## src/rtl/dbus_router.sv

```systemverilog
// Data-bus router: kseg0/kseg1 translation, then one request at a time on the cached or uncached port.
// Optional build macro DBUS_ROUTER_CACHE_BYPASS_EN sends every request to the uncached port.
module dbus_router (
  input  logic        clk,
  input  logic        reset,
  input  logic        dreq_valid,
  input  logic [31:0] dreq_addr,
  input  logic [2:0]  dreq_size,
  input  logic [3:0]  dreq_strobe,
  input  logic [31:0] dreq_data,
  output logic        dresp_addr_ok,
  output logic        dresp_data_ok,
  output logic [31:0] dresp_data,
  output logic        creq_valid,
  output logic [31:0] creq_addr,
  output logic [2:0]  creq_size,
  output logic [3:0]  creq_strobe,
  output logic [31:0] creq_data,
  input  logic        cresp_addr_ok,
  input  logic        cresp_data_ok,
  input  logic [31:0] cresp_data,
  output logic        ureq_valid,
  output logic [31:0] ureq_addr,
  output logic [2:0]  ureq_size,
  output logic [3:0]  ureq_strobe,
  output logic [31:0] ureq_data,
  input  logic        uresp_addr_ok,
  input  logic        uresp_data_ok,
  input  logic [31:0] uresp_data
);

  typedef enum logic [1:0] {IDLE, ISSUE, WAIT, RESP} state_e;

  state_e      state_q;
  logic [31:0] paddr_q, wdata_q, rdata_q;
  logic [2:0]  size_q;
  logic [3:0]  strobe_q;
  logic        sel_u_q, cval_q, uval_q, dok_q;

  logic [31:0] paddr_d;
  logic        sel_u_d;
  logic        sel_addr_ok, sel_data_ok;
  logic [31:0] sel_data;

  always_comb begin
    paddr_d = dreq_addr;
    case (dreq_addr[31:28])
      4'h8, 4'hA: paddr_d[31:28] = 4'h0;
      4'h9, 4'hB: paddr_d[31:28] = 4'h1;
      default: ;
    endcase
  end

`ifdef DBUS_ROUTER_CACHE_BYPASS_EN
  assign sel_u_d = 1'b1;
`else
  assign sel_u_d = (dreq_addr[31:28] == 4'hA) || (dreq_addr[31:28] == 4'hB);
`endif

  assign sel_addr_ok = sel_u_q ? uresp_addr_ok : cresp_addr_ok;
  assign sel_data_ok = sel_u_q ? uresp_data_ok : cresp_data_ok;
  assign sel_data    = sel_u_q ? uresp_data    : cresp_data;

  always_ff @(posedge clk) begin
    if (reset) begin
      state_q  <= IDLE;
      paddr_q  <= '0;
      wdata_q  <= '0;
      rdata_q  <= '0;
      size_q   <= '0;
      strobe_q <= '0;
      sel_u_q  <= 1'b0;
      cval_q   <= 1'b0;
      uval_q   <= 1'b0;
      dok_q    <= 1'b0;
    end else begin
      case (state_q)
        IDLE: begin
          if (dreq_valid) begin
            paddr_q  <= paddr_d;
            wdata_q  <= dreq_data;
            size_q   <= dreq_size;
            strobe_q <= dreq_strobe;
            sel_u_q  <= sel_u_d;
            cval_q   <= ~sel_u_d;
            uval_q   <= sel_u_d;
            state_q  <= ISSUE;
          end
        end
        ISSUE: begin
          // data_ok without addr_ok here is deliberately ignored
          if (sel_addr_ok) begin
            cval_q <= 1'b0;
            uval_q <= 1'b0;
            if (sel_data_ok) begin
              rdata_q <= sel_data;
              dok_q   <= 1'b1;
              state_q <= RESP;
            end else begin
              state_q <= WAIT;
            end
          end
        end
        WAIT: begin
          if (sel_data_ok) begin
            rdata_q <= sel_data;
            dok_q   <= 1'b1;
            state_q <= RESP;
          end
        end
        RESP: begin
          dok_q   <= 1'b0;
          state_q <= IDLE;
        end
        default: state_q <= IDLE;
      endcase
    end
  end

  assign dresp_addr_ok = (state_q == IDLE) && dreq_valid;
  assign dresp_data_ok = dok_q;
  assign dresp_data    = rdata_q;

`ifdef DBUS_ROUTER_CACHE_BYPASS_EN
  assign creq_valid = 1'b0;
`else
  assign creq_valid = cval_q;
`endif
  assign creq_addr   = paddr_q;
  assign creq_size   = size_q;
  assign creq_strobe = strobe_q;
  assign creq_data   = wdata_q;

  assign ureq_valid  = uval_q;
  assign ureq_addr   = paddr_q;
  assign ureq_size   = size_q;
  assign ureq_strobe = strobe_q;
  assign ureq_data   = wdata_q;

endmodule

```

## config.mk

```make
export PLATFORM = sky130hd
export DESIGN_NAME = dbus_router
export DESIGN_NICKNAME = d
export VERILOG_FILES = /design/src/rtl/dbus_router.sv
export SDC_FILE = /design/constraint.sdc
export NUM_CORES = 1
export LEC_CHECK = 0
export BUFFER_PORTS_ARGS = -buffer_cell sky130_fd_sc_hd__buf_4
export CAP_MARGIN = 20
export CORE_ASPECT_RATIO = 1.4
export CORE_MARGIN = 2
export CORE_UTILIZATION = 25
export DETAILED_ROUTE_END_ITERATION = 6
export SYNTH_ARGS = -nofsm -noshare
export SYNTH_HDL_FRONTEND = slang
export SYNTH_SLANG_ARGS = --single-unit
```

## constraint.sdc

```tcl
create_clock -name clk -period 2.95 [get_ports clk]
set_clock_uncertainty 0.05 [all_clocks]
set_input_delay 0.4425 -clock clk [delete_from_list [all_inputs] [get_ports clk]]
set_output_delay 0.4425 -clock clk [all_outputs]
set_load 0.05 [all_outputs]
```

==> out/metrics.cfg <==
[status]
status = complete, no violations

[global_route]
grt_overflow_total = 0
grt_pass1_wl_um = 22820
gr-usage-all-layers = 0.1294
grt_pass1_vias = 4352
grt_max_degree = 78
antenna_found_initial = 0

[power]
peakVddDrop_mv = 0.3603
p_per_area_nw_per_um2 = 867.3
swShare = 0.4736
power_frac_comb = 0.523
p_sw_w = 0.003114
leakage_nw = 3.588
p_int_w = 0.003462
p_clk_frac = 0.179
p_seq_frac = 0.298

[die]
rows = 62
die_h_um = 175.0
start_util = 0.2551
dieArea_um2 = 22080
coreArea_um2 = 20480
ios = 320
die_width_um = 126.2

[clock_network]
clockBufferDepth = 2
cts_buffers = 9
numClockSinks = 109
post-cts-setup-buffer-count = 0
clk_pin_slew_ps = 80
cts_tree = yes
cts-root-buf = clkbuf_16
clk_latency_ps = 340
post_cts_resized = 0
ctsHoldBuffers = 0
htreeDepth = 3

[yosys]
ys.flop_type = dfxtp_1
synth_top_area_share = 0.4177
netlist_instances = 603
yosysWarnings = 0
yosys.area_share.xor_xnor = 0
post_synth_num_cell_types = 30
synth.area.top_cells = dfxtp_1 42%, buf_4 10%, nand2_1 10%
synth_edf_count = 0
synth_top_family_by_area = simple AND/OR/NAND/NOR gates
synth.most_common_cell = nand2_1
syn-num-nets = 749
muxShareOfSynthArea = 0.1576
synth_top_area_cell = dfxtp_1
netlist_area_um2 = 5224
ys_async_sr_fraction = 0
synthTopCellsByCount = 142 x nand2_1, 109 x dfxtp_1, 76 x a21oi_1, 71 x buf_4, 37 x nor2_1
ys_seq_area_frac = 0.4177
synth-seq-cells = 109
synth_fa_ha_area_frac = 0.009581
synth_compound_area_frac = 0.08862
syn_area_per_cell_um2 = 8.663
synthSimpleGateAreaFrac = 0.1851

[timing]
setup_viol = 0
maxSlewViolCount = 0
rsz0062_at_grt = false
slew_headroom = 0.4810
finalSetupTns_ps = 0
fin_ws_ps = 800.8
hold_violations = 0
worst_pin_slew_ps = 778.5
fmax_mhz = 465.3
min_period_ps = 2149
period_share = 0.7285
holdWs_ps = 281.1

[job]
drv_cap = 0

[final_layout]
multi_input_area_um2 = 2306
fillers = 2163
final_nets = 978
area_delta_synth_final_pct = 45.15
layout-drive-gt1-share = 0.4557
antenna_cells = 0
ff_latch_area_um2 = 2183

[setup_path]
worst-path-max-fanout = 32
crit_type = flip-flop to flip-flop
end_kind = flip-flop
timing.reg2reg.setup_slack_ps = 800
arrival_ps = 2340
startpoint_type = flip-flop
required_ps = 3140

[place]
dpl.hpwl_um = 11230
dp_slack_ps = 781.6
gp_congestion = 0.7564
portBuffers = 319

[drt]
drt_iter0_drc = 173
routed_wl_um = 15050
ant_nets = 0
via_count = 4587
drt-wirelength-per-cell_um = 13.78
firstDrtPassIters = 4
vias_per_cell = 4.201
drc = 0

[min_path]
hp-class = input port to flip-flop

placed cells by master (no fill, tap or decap), types with 3 or more instances in the layout:
master	count
inv_1	3
inv_6	3
clkbuf_16	9
a21oi_1	76
nand2_1	141
mux2_4	30
nor2b_1	35
buf_4	327
mux2i_1	35
dfxtp_1	108
ha_1	4
nand2b_1	3
nor2_1	37
registers in the layout (all words and copies together) (netlist names):
name,cells
ureq_valid,1
state_q,2
dresp_data,32
dresp_data_ok,1
creq_addr,32
creq_data,32
creq_size,3
sel_u_q,1
creq_strobe,4
creq_valid,1
critical path: stages (launching register included):
cell,delay [ps]
dfxtp_1,350
inv_1,100
ha_1,390
nor2b_1,270
nor3b_4,80
o22ai_4,160
buf_12,270
mux2_2,360
metrics by stage:
step	util	power [W]	instance area, um^2	instances
2_1_floorplan	-	0.004624	5224	603
3_3_place_gp	0.3564	0.005451	7300	1077
3_5_place_dp	0.3564	0.005470	7300	1077
4_1_cts	0.3702	0.006688	7582	1092
5_1_grt	0.3702	0.006914	7582	1092
6_report	0.3702	0.006576	7582	1092
layout make-up:
type,count,area share
flip-flops and latches,109,0.2880
repair buffers,328,0.3264
multi-input cells,380,0.3041
clock buffers,10,0.03152
clock inverters,5,0.005776
well taps,256,0.04224
inverters,4,0.001980
cell families after synthesis:
group           count (synthesis)
simple gates                  224
fa+ha+maj                       4
flops                         109
mux                            67
compound gates                 85
buf+inv                       114
power groups by stage:
| stage | clock network (W) | logic, W | registers, W |
|---|---|---|---|
| after floorplan | 0 | 0.00178 | 0.00284 |
| after global placement | 0 | 0.00346 | 0.00199 |
| after detailed placement | 0 | 0.00348 | 0.00199 |
| after CTS | 0.00124 | 0.00348 | 0.00197 |
| after global routing | 0.00129 | 0.00362 | 0.00200 |
| final | 0.00118 | 0.00344 | 0.00196 |
metal layers:
layer,GRT usage,part of all wire,vias to the layer above
li1,-,-,2338
met1,0.1546,0.41,2050
met2,0.2276,0.51,190
met3,0.03031,0.067,9
met4,0.04212,0.013,0
met5,0,0,-
final timing paths:
path	from	endpoint	cells past startpoint
max reg2reg	state_q[1]	dresp_data[0]	7
min reg2reg	dresp_data_ok	dresp_data_ok	2
min	dreq_data[5]	creq_data[5]	3
max	state_q[1]	dresp_data[0]	7
Power figures use the tool's default switching activity.
